File: config.mk
export PLATFORM = sky130hd
export DESIGN_NAME = exe_muldiv_unit_flat
export DESIGN_NICKNAME = d
export VERILOG_FILES = /design/src/rtl/exe_muldiv_unit_pkg.sv /design/src/rtl/exe_muldiv_unit_if.sv /design/src/rtl/exe_muldiv_unit_div_core.sv /design/src/rtl/exe_muldiv_unit.sv /design/src/flat_wrapper.sv
export SDC_FILE = /design/constraint.sdc
export NUM_CORES = 2
export LEC_CHECK = 0
export CORE_MARGIN = 2
export CORE_UTILIZATION = 70
export CTS_BUF_LIST = sky130_fd_sc_hd__clkbuf_16
export CTS_CLUSTER_SIZE = 12
export DETAILED_ROUTE_END_ITERATION = 6
export GPL_TIMING_DRIVEN = 0
export PLACE_DENSITY = 0.89
export SETUP_SLACK_MARGIN = 0.02
export SYNTH_ARGS = -nofsm -noshare
export SYNTH_HDL_FRONTEND = slang
export SYNTH_SLANG_ARGS = --single-unit
File: constraint.sdc
create_clock -name clock -period 14.6 [get_ports clock]
set_input_delay 2.92 -clock clock [delete_from_list [all_inputs] [get_ports clock]]
set_output_delay 2.92 -clock clock [all_outputs]
set_load 0.1 [all_outputs]
File: src/rtl/exe_muldiv_unit_pkg.sv
// Shared definitions for the EX-stage multiply/divide unit: widths, opcodes and FSM states.
package exe_muldiv_unit_pkg;

  localparam int unsigned DataLength = 32;
  localparam logic [DataLength-1:0] ZeroWord = '0;

  typedef enum logic [2:0] {
    MdNone  = 3'd0,
    MdMult  = 3'd1,
    MdMultu = 3'd2,
    MdDiv   = 3'd3,
    MdDivu  = 3'd4,
    MdMthi  = 3'd5,
    MdMtlo  = 3'd6
  } mdOp_e;

  typedef enum logic [1:0] {
    MdsIdle = 2'd0,
    MdsMul  = 2'd1,
    MdsDiv  = 2'd2,
    MdsFix  = 2'd3
  } mdState_e;

  // True for the ops that occupy the unit and end with a DoneE pulse.
  function automatic logic isMulDiv(input logic [2:0] op);
    return (op == MdMult) || (op == MdMultu) || (op == MdDiv) || (op == MdDivu);
  endfunction

endpackage

File: src/rtl/exe_muldiv_unit_if.sv
// Pipeline-side handshake of the multiply/divide unit; the unit takes the slave modport.
interface exe_muldiv_unit_if
  import exe_muldiv_unit_pkg::*;
#(
  parameter int unsigned DATA_W = DataLength
);
  logic              StartE;
  logic [2:0]        MulDivOpE;
  logic              FlushE;
  logic [DATA_W-1:0] SrcAE;
  logic [DATA_W-1:0] SrcBE;
  logic              BusyE;
  logic              DoneE;
  logic [DATA_W-1:0] HiOut;
  logic [DATA_W-1:0] LoOut;

  modport master (
    output StartE, MulDivOpE, FlushE, SrcAE, SrcBE,
    input  BusyE, DoneE, HiOut, LoOut
  );

  modport slave (
    input  StartE, MulDivOpE, FlushE, SrcAE, SrcBE,
    output BusyE, DoneE, HiOut, LoOut
  );
endinterface

File: src/rtl/exe_muldiv_unit_div_core.sv
// Radix-2 restoring divider datapath on unsigned magnitudes; one quotient bit per step.
module exe_muldiv_unit_div_core #(
  parameter int unsigned DATA_W    = 32,
  parameter int unsigned DIV_ITERS = DATA_W
) (
  input  logic              clock,
  input  logic              reset,
  input  logic              start,
  input  logic              step,
  input  logic [DATA_W-1:0] dividend,
  input  logic [DATA_W-1:0] divisor,
  output logic [DATA_W-1:0] quotient,
  output logic [DATA_W-1:0] remainder,
  output logic              last
);

  localparam int unsigned CntW = $clog2(DIV_ITERS + 1);

  logic [DATA_W-1:0] remQ;
  logic [DATA_W-1:0] quoQ;
  logic [DATA_W-1:0] divisorQ;
  logic [CntW-1:0]   cntQ;
  logic [DATA_W:0]   shifted;
  logic [DATA_W:0]   diff;

  // Dividend bits shift out of the quotient register into the partial remainder.
  always_comb begin
    shifted = {remQ, quoQ[DATA_W-1]};
    diff    = shifted - {1'b0, divisorQ};
  end

  always_ff @(posedge clock) begin
    if (reset) begin
      remQ     <= '0;
      quoQ     <= '0;
      divisorQ <= '0;
      cntQ     <= '0;
    end else if (start) begin
      remQ     <= '0;
      quoQ     <= dividend;
      divisorQ <= divisor;
      cntQ     <= '0;
    end else if (step) begin
      if (!diff[DATA_W]) begin
        remQ <= diff[DATA_W-1:0];
        quoQ <= {quoQ[DATA_W-2:0], 1'b1};
      end else begin
        remQ <= shifted[DATA_W-1:0];
        quoQ <= {quoQ[DATA_W-2:0], 1'b0};
      end
      cntQ <= cntQ + 1'b1;
    end
  end

  assign quotient  = quoQ;
  assign remainder = remQ;
  assign last      = (cntQ == CntW'(DIV_ITERS - 1));

endmodule

File: src/rtl/exe_muldiv_unit.sv
// EX-stage multiply/divide unit: 2-cycle MULT/MULTU, iterative DIV/DIVU, HI/LO registers.
module exe_muldiv_unit
  import exe_muldiv_unit_pkg::*;
#(
  parameter int unsigned DATA_W    = DataLength,
  parameter int unsigned DIV_ITERS = DATA_W
) (
  input logic              clock,
  input logic              reset,
  exe_muldiv_unit_if.slave md
);

  mdState_e          stateQ;
  logic [DATA_W-1:0] hiQ;
  logic [DATA_W-1:0] loQ;
  logic [DATA_W-1:0] opAQ;
  logic [DATA_W-1:0] opBQ;
  logic              signedQ;
  logic              signAQ;
  logic              signBQ;
  logic              divZeroQ;

  mdOp_e             op;
  logic              accept;
  logic              opSigned;
  logic              divStart;
  logic              divStep;
  logic              divLast;
  logic [DATA_W-1:0] absA;
  logic [DATA_W-1:0] absB;
  logic [DATA_W-1:0] divQuo;
  logic [DATA_W-1:0] divRem;
  logic [DATA_W-1:0] fixQuo;
  logic [DATA_W-1:0] fixRem;
  logic [2*DATA_W-1:0] extA;
  logic [2*DATA_W-1:0] extB;
  logic [2*DATA_W-1:0] product;

  assign op       = mdOp_e'(md.MulDivOpE);
  assign accept   = (stateQ == MdsIdle) && md.StartE && !md.FlushE;
  assign opSigned = (op == MdMult) || (op == MdDiv);
  assign divStart = accept && ((op == MdDiv) || (op == MdDivu));
  assign divStep  = (stateQ == MdsDiv) && !md.FlushE;

  always_comb begin
    absA = (opSigned && md.SrcAE[DATA_W-1]) ? -md.SrcAE : md.SrcAE;
    absB = (opSigned && md.SrcBE[DATA_W-1]) ? -md.SrcBE : md.SrcBE;
  end

  // Sign-extend to full width so one unsigned multiply yields the correct low 2*DATA_W bits.
  always_comb begin
    extA    = {{DATA_W{signedQ & opAQ[DATA_W-1]}}, opAQ};
    extB    = {{DATA_W{signedQ & opBQ[DATA_W-1]}}, opBQ};
    product = extA * extB;
  end

  always_comb begin
    fixQuo = (signedQ && (signAQ ^ signBQ)) ? -divQuo : divQuo;
    fixRem = (signedQ && signAQ) ? -divRem : divRem;
    if (divZeroQ) begin
      fixQuo = '1;
      fixRem = opAQ;
    end
  end

  exe_muldiv_unit_div_core #(
    .DATA_W   (DATA_W),
    .DIV_ITERS(DIV_ITERS)
  ) divCore (
    .clock    (clock),
    .reset    (reset),
    .start    (divStart),
    .step     (divStep),
    .dividend (absA),
    .divisor  (absB),
    .quotient (divQuo),
    .remainder(divRem),
    .last     (divLast)
  );

  always_ff @(posedge clock) begin
    if (reset) begin
      stateQ   <= MdsIdle;
      hiQ      <= '0;
      loQ      <= '0;
      opAQ     <= '0;
      opBQ     <= '0;
      signedQ  <= 1'b0;
      signAQ   <= 1'b0;
      signBQ   <= 1'b0;
      divZeroQ <= 1'b0;
    end else if (md.FlushE) begin
      stateQ <= MdsIdle;
    end else begin
      case (stateQ)
        MdsIdle: begin
          if (md.StartE) begin
            if (isMulDiv(md.MulDivOpE)) begin
              opAQ     <= md.SrcAE;
              opBQ     <= md.SrcBE;
              signedQ  <= opSigned;
              signAQ   <= md.SrcAE[DATA_W-1];
              signBQ   <= md.SrcBE[DATA_W-1];
              divZeroQ <= (md.SrcBE == '0);
              stateQ   <= ((op == MdMult) || (op == MdMultu)) ? MdsMul : MdsDiv;
            end else if (op == MdMthi) begin
              hiQ <= md.SrcAE;
            end else if (op == MdMtlo) begin
              loQ <= md.SrcAE;
            end
          end
        end
        MdsMul: begin
          hiQ    <= product[2*DATA_W-1:DATA_W];
          loQ    <= product[DATA_W-1:0];
          stateQ <= MdsIdle;
        end
        MdsDiv: begin
          if (divLast) begin
            stateQ <= MdsFix;
          end
        end
        MdsFix: begin
          hiQ    <= fixRem;
          loQ    <= fixQuo;
          stateQ <= MdsIdle;
        end
        default: stateQ <= MdsIdle;
      endcase
    end
  end

  assign md.BusyE = !reset && !md.FlushE &&
                    ((accept && isMulDiv(md.MulDivOpE)) || (stateQ == MdsDiv));
  assign md.DoneE = !reset && !md.FlushE && ((stateQ == MdsMul) || (stateQ == MdsFix));
  assign md.HiOut = hiQ;
  assign md.LoOut = loQ;

endmodule
File: src/flat_wrapper.sv
// flat-port wrapper written by rule: the top's interface ports become plain ports
module exe_muldiv_unit_flat import exe_muldiv_unit_pkg::*;
#(
  parameter int unsigned DATA_W    = DataLength,
  parameter int unsigned DIV_ITERS = DATA_W
)
  (clock, reset, md_StartE, md_MulDivOpE, md_FlushE, md_SrcAE, md_SrcBE, md_BusyE, md_DoneE, md_HiOut, md_LoOut);
  exe_muldiv_unit_if #(.DATA_W(DATA_W)) md_i ();
  input logic clock;
  input logic reset;
  input wire logic [$bits(md_i.StartE)-1:0] md_StartE;
  input wire logic [$bits(md_i.MulDivOpE)-1:0] md_MulDivOpE;
  input wire logic [$bits(md_i.FlushE)-1:0] md_FlushE;
  input wire logic [$bits(md_i.SrcAE)-1:0] md_SrcAE;
  input wire logic [$bits(md_i.SrcBE)-1:0] md_SrcBE;
  output wire logic [$bits(md_i.BusyE)-1:0] md_BusyE;
  output wire logic [$bits(md_i.DoneE)-1:0] md_DoneE;
  output wire logic [$bits(md_i.HiOut)-1:0] md_HiOut;
  output wire logic [$bits(md_i.LoOut)-1:0] md_LoOut;
  assign md_i.StartE = md_StartE;
  assign md_i.MulDivOpE = md_MulDivOpE;
  assign md_i.FlushE = md_FlushE;
  assign md_i.SrcAE = md_SrcAE;
  assign md_i.SrcBE = md_SrcBE;
  assign md_BusyE = md_i.BusyE;
  assign md_DoneE = md_i.DoneE;
  assign md_HiOut = md_i.HiOut;
  assign md_LoOut = md_i.LoOut;
  exe_muldiv_unit #(.DATA_W(DATA_W), .DIV_ITERS(DIV_ITERS)) u_core (.clock(clock), .reset(reset), .md(md_i));
endmodule
# [Yosys cells after proc, flatten, opt, wreduce, memory -nomap -nowiden]
# Index checks and enable logic that the tools add are counted.
[op_classes] mul=1 n_bitwise=4 n_reduce_logical=32 add_sub_neg=6 n_mux=24 eq_ne=17
[op_table] operator="$mux 32" n=16
[op_table] operator="$pmux 32 s3" n=2
[op_table] operator="$neg 32->32" n=4
[op_table] operator="$mul 33x33->64" n=1
[op_table] operator="$sub 33x32->33" n=1
[op_table] operator="$logic_not 32->1" n=1
[op_table] operator="$ne 2x2->1 const B" n=7
[op_table] operator="$logic_and 1x1->1" n=12
[op_table] operator="$eq 3x3->1 const B" n=3
[op_table] operator="$mux 2" n=4
[op_table] operator="$logic_or 1x1->1" n=7
[op_table] operator="$add 6x1->6 const B" n=1
[op_table] operator="$eq 3x2->1 const B" n=2
[op_table] operator="$eq 6x5->1 const B" n=1
[op_table] operator="$pmux 2 s3" n=1
[op_table] operator="$reduce_and 6->1" n=1
[op_table] operator="$reduce_or 2->1" n=3
[op_table] operator="$reduce_and 5->1" n=1
[op_table] operator="$eq 2x2->1 const B" n=2
[op_table] operator="$reduce_and 4->1" n=1
[op_table] operator="$eq 3x1->1 const B" n=1
[op_table] operator="$reduce_and 3->1" n=1
[op_table] operator="$reduce_bool 3->1" n=1
[op_table] operator="$and 1x1->1" n=2
[op_table] operator="other kinds (7)" n=8
[totals] regBits=236 elab_cells=97 inputBits=71 out_inout_bits=66

# [Logic depth before layout (Yosys ltp)]
[logic_depth] depth_word=7 ltp_mapped=33 mapped_depth_nobuf=28

# [Hierarchy]
# From an unflattened synthesis, not the netlist that was laid out.
[hier_totals] cells_unflattened=6169 area_unflattened_um2=52653.0
[by_module_without_submodules] mod="exe_muldiv_unit" area_each_um2=46497.1 n_inst=1 seq_area_each_um2=2642.5 cells_each=5407
[by_module_without_submodules] mod="exe_muldiv_unit_div_core" area_each_um2=6155.9 n_inst=1 seq_area_each_um2=2042.0 cells_each=762

# [Worst setup path after synthesis]
# No wires, ideal clock.
[synth_timing] path_kind="input-to-output" start="input md_FlushE" end="output md_BusyE" stages=7 arrival_ns=5.857 t_required_ns=11.680 path_buffers=2 path_slack_ns=5.823 cell_sequence="clkbuf_1 nor2_1 and2_1 and2_1 clkbuf_1 a21oi_1 nor3_1"
[synth_via] elab_chain_cells=5 word_cells_on_any_way=6 cone_classes="reduce/logical (6)"
[synth_lines] item="from (decl)" line_no="flat_wrapper.sv:13" source="input wire logic [$bits(md_i.FlushE)-1:0] md_FlushE;"
[synth_lines] item="$logic_not 1->1 (*)" line_no="exe_muldiv_unit.sv:40, exe_muldiv_unit.sv:133"
[synth_lines] item="$logic_and 1x1->1" line_no="exe_muldiv_unit.sv:40" source="assign accept = (stateQ == MdsIdle) && md.StartE && !md.FlushE;"
[synth_lines] item="$logic_and 1x1->1" line_no="exe_muldiv_unit.sv:134" source="((accept && isMulDiv(md.MulDivOpE)) || (stateQ == MdsDiv));"
[synth_lines] item="$logic_or 1x1->1" line_no="exe_muldiv_unit.sv:134"
[synth_lines] item="$logic_and 1x1->1 (*)" line_no="exe_muldiv_unit.sv:133" source="assign md.BusyE = !reset && !md.FlushE &&"
[synth_lines] item="to (decl)" line_no="flat_wrapper.sv:16" source="output wire logic [$bits(md_i.BusyE)-1:0] md_BusyE;"
# Mark *: on every way between the ends. The rest lies on a longest branch, timed or not.

# [Worst setup path in the final report]
[layout_timing] start="register u_core.signedQ" end="register u_core.hiQ[27] (netlist: u_core.md.HiOut[27])"
[layout_via] elab_chain_cells=4 word_cells_on_any_way=7 cone_classes="mul (1); mux (3); bitwise (2); reduce/logical (1)"
[layout_lines] item="from (decl)" line_no="exe_muldiv_unit.sv:18" source="logic signedQ;"
[layout_lines] item="from (signal assigned)" line_no="exe_muldiv_unit.sv:101" source="signedQ <= opSigned;"
[layout_lines] item="branches (longest 3 deep; another with $mul 33x33->64)"
[layout_lines] item="$pmux 32 s3 (*)" line_no="exe_muldiv_unit.sv:95" source="case (stateQ)"
[layout_lines] item="to (signal assigned)" line_no="exe_muldiv_unit.sv:107" source="hiQ <= md.SrcAE;"
[layout_lines] item="to (signal assigned)" line_no="exe_muldiv_unit.sv:114" source="hiQ <= product[2*DATA_W-1:DATA_W];"
[layout_lines] item="to (signal assigned)" line_no="exe_muldiv_unit.sv:124" source="hiQ <= fixRem;"
[layout_lines] item="to (decl)" line_no="exe_muldiv_unit.sv:14" source="logic [DATA_W-1:0] hiQ;"
# Mark *: on every way between the ends.
# A chain may end at the register's enable or synchronous reset.

==> out/summary.txt <==
Post-Synth XOR/XNOR Area = 3.49%
Setup crit end kind = flop
Crit Path Max Fanout = 10
Crit Path Category = flop to flop
IO buf count = 130
Die Wd = 278 µm
Global Route Usage Sum = 51.9%
Tmin final = 11,660 ps
I/O pin count = 137
Sequential Area = 0.00468 mm²
Setup_tns = 0 ps
Endpoints failing hold = 0
Cell Count, Final, Fillers Out = 7,327
GRT overflow = 0
Register bit total from synthesis = 234
Nets@finish = 7,769
Slew HR = -3.90%
Starting density of the core = 70.7%
Largest family of logic cells by synthesized area = adder cells
Area of the multi-input gates = 0.0419 mm²
Gp weighted congestion = 1.10
Cell area after synthesis = 0.0525 mm²
# hold bufs at CTS = 0
RSZ-0062 raised after global routing = no
Htree depth = 1
Root Driver = clkbuf_16
Post-synthesis mux area share = 0.669%
Fmax = 85.8 MHz
Wire per inst = 27.0 µm
MaxCap Viol Count = 1
Max-slew violations = 9
Yosys warning total = 0
Fillers = 5,622
Via count = 47,400
Most frequent cells in the layout = inv_1 (1,188), fa_1 (1,125), nand2_1 (1,030), clkbuf_1 (375), and2_1 (362)
Deepest clock path buffer count = 3
Cells after synthesis = 6,166
Syn nets = 7,613
Total clock sinks = 234
Maximum VDD drop = 88.6 µV
DP HPWL = 162 mm
Area of the core = 0.0743 mm²
CTS tree = built
Most common cell after layout, fill and taps aside = inv_1
CP peak stage delay = 970 ps
Simple-Gate Fraction of Synth Area = 16.6%
Post-CTS Setup Inserts = 0
Final Power = 0.00202 W
FFs w/ async S/R, synth = 0%
PD cells = 36.2 mW/mm²
Clock Pin Slew Worst Setup and Hold Paths = 70 ps
Leakage Power = 25.5 nW
HP Class = flop to flop
DR vias/cell = 6.46
Cell Rows = 100
Dpl ws = 3410 ps
CP required = 15,070 ps
Clock latency on the worst-skew pair = 570 ps
Fraction of the mapped netlist area in adder cells = 48.9%
DRC = 28
Largest net degree at the start of global routing = 25
Register area share after synthesis = 8.92%
CP max stage cell = fa_1
Syn Area/Cell = 8.52 µm²
Synth Flop Type = dfxtp_1
Post-route setup slack = 2940 ps
First-pass GRT wire length = 293 mm
Initial DRC Count = 6,499
CP most frequent cell = fa_1
Final period util = 79.9%
Failing checks = DRC, capacitance limit, slew limit
WP data arrival = 12,130 ps
Finish-stage setup viols = 0
Cts bufs inserted = 24
WL final = 198 mm
CTS resizes = 0
Die ar. = 0.0773 mm²
Status = complete, but fails checks
Dpl cells = 7,265
Vias in the first global route = 48,300
EDFF count, synth = 0
Number of distinct library cells after synthesis = 93
Worst-Margin Slew = 1560 ps
Clk_skew = 29.0 ps
Compound-gate portion of the synthesized area = 10.1%
Startpoint types = flop
Layout cells sized above 1 = 1.37%
P&R area growth vs syn = 6.17%
Initial antenna violation count = 34
Die Ht = 278 µm
DR pass1 iterations = 7
Routed Antenna Nets = 0
-- through the flow --
step / utilization [%] / hold WS [ps] / cell area (µm²)
2_1_floorplan: - / 446 / 52500
3_3_place_gp: 74.1 / 442 / 55100
3_5_place_dp: 74.1 / 453 / 55100
4_1_cts: 75.0 / 459 / 55700
5_1_grt: 75.0 / 476 / 55700
6_report: 75.1 / 459 / 55800
-- layer usage --
layer / share of wire, % / vias to the layer above / GRT usage, %
met1: 33 / 23000 / 64.2
met4: 9.4 / 32 / 36.5
li1: - / 19200 / -
met3: 16 / 1216 / 22.3
met2: 41 / 3932 / 73.0
met5: 0.22 / - / 2.44
-- area by class of cell --
type / instances / area share, %
diodes: 28 / 0.126
well taps: 969 / 2.17
plain buffers: 400 / 2.72
clock inverters: 10 / 0.0965
flip-flops and latches: 234 / 8.40
repair buffers: 130 / 2.33
clock buffers: 24 / 1.08
inverters: 1185 / 7.97
multi-input cells: 4347 / 75.1
-- final timing paths --
path / depth (start not counted) / end / slack [ps] / start
worst max-delay path: 32 / u_core.md.HiOut[27] / 2940 / u_core.signedQ
worst min register to register: 2 / u_core.md.LoOut[29] / 460 / u_core.md.LoOut[29]
worst max register to register: 32 / u_core.md.HiOut[27] / 2940 / u_core.signedQ
worst min-delay path: 2 / u_core.md.LoOut[29] / 460 / u_core.md.LoOut[29]
-- where the power goes --
group	switching (W)	internal [W]
sequential	0.0000325	0.000658
combinational	0.000520	0.000233
clock	0.000281	0.000294
-- critical path, delay by kind of cell (launching register included) --
family | cells | cell delay (ps)
buffers and inverters | 12 | 3580
and+or+nand+nor | 7 | 1400
DFF | 1 | 310
adders and majority gates | 9 | 5000
AOI/OAI and AO/OA | 3 | 1050
xor gates and xnor gates | 1 | 200
-- synthesized netlist by cell type, types with 6 or more instances --
cell       number  area (µm²)
a22oi_1        34         255
nor3_1         57         285
o22ai_1         7        43.8
inv_1        1185        4450
dfxtp_1       234        4680
a21oi_1       293        1470
nand4_1        25         156
nand2_1      1030        3870
or2_2          15        93.8
and2_1        362        2260
nor4_1         12        75.1
o21ai_1         7        35.0
nor3b_1         7        52.6
xor2_1         86         753
nand3_1        33         165
o211ai_1       35         263
o2111ai_1       6        52.6
clkbuf_1      375        1410
nor2b_1        19         119
o21bai_1       14         105
xnor2_1       120        1050
a31oi_1        25         156
buf_2           8        40.0
o41ai_1         6        52.6
nand2b_1       18         113
and3_1         33         206
buf_1          15        56.3
o31ai_1        23         173
a311oi_1       27         236
ha_1          250        3130
a21o_1         46         345
nor2_1        242         908
o21ai_0       137         686
mux2i_1        34         340
or3_1          12        75.1
fa_1         1126       22500
a211oi_1       61         458
a221oi_1       10        87.6
o221ai_1       19         166
o21a_1         18         135
or4_1          11        82.6
-- sequential cells by signal, summed over array words and instances (netlist names), 2 cells and up --
name and flops:
u_core.divCore.cntQ 6, u_core.divCore.divisorQ 32, u_core.divCore.quotient 32, u_core.divCore.remainder 32, u_core.md.HiOut 32, u_core.md.LoOut 32
u_core.opAQ 31, u_core.opBQ 32, u_core.stateQ 2
-- kinds of logic after synthesis --
| group | Yosys count |
|---|---|
| xor+xnor | 207 |
| flops | 234 |
| simple gates | 1902 |
| compound gates | 827 |
| buf+inv | 1585 |
| mux | 35 |
| fa+ha+maj | 1376 |
Note: power is estimated with default switching activity, not from simulation.
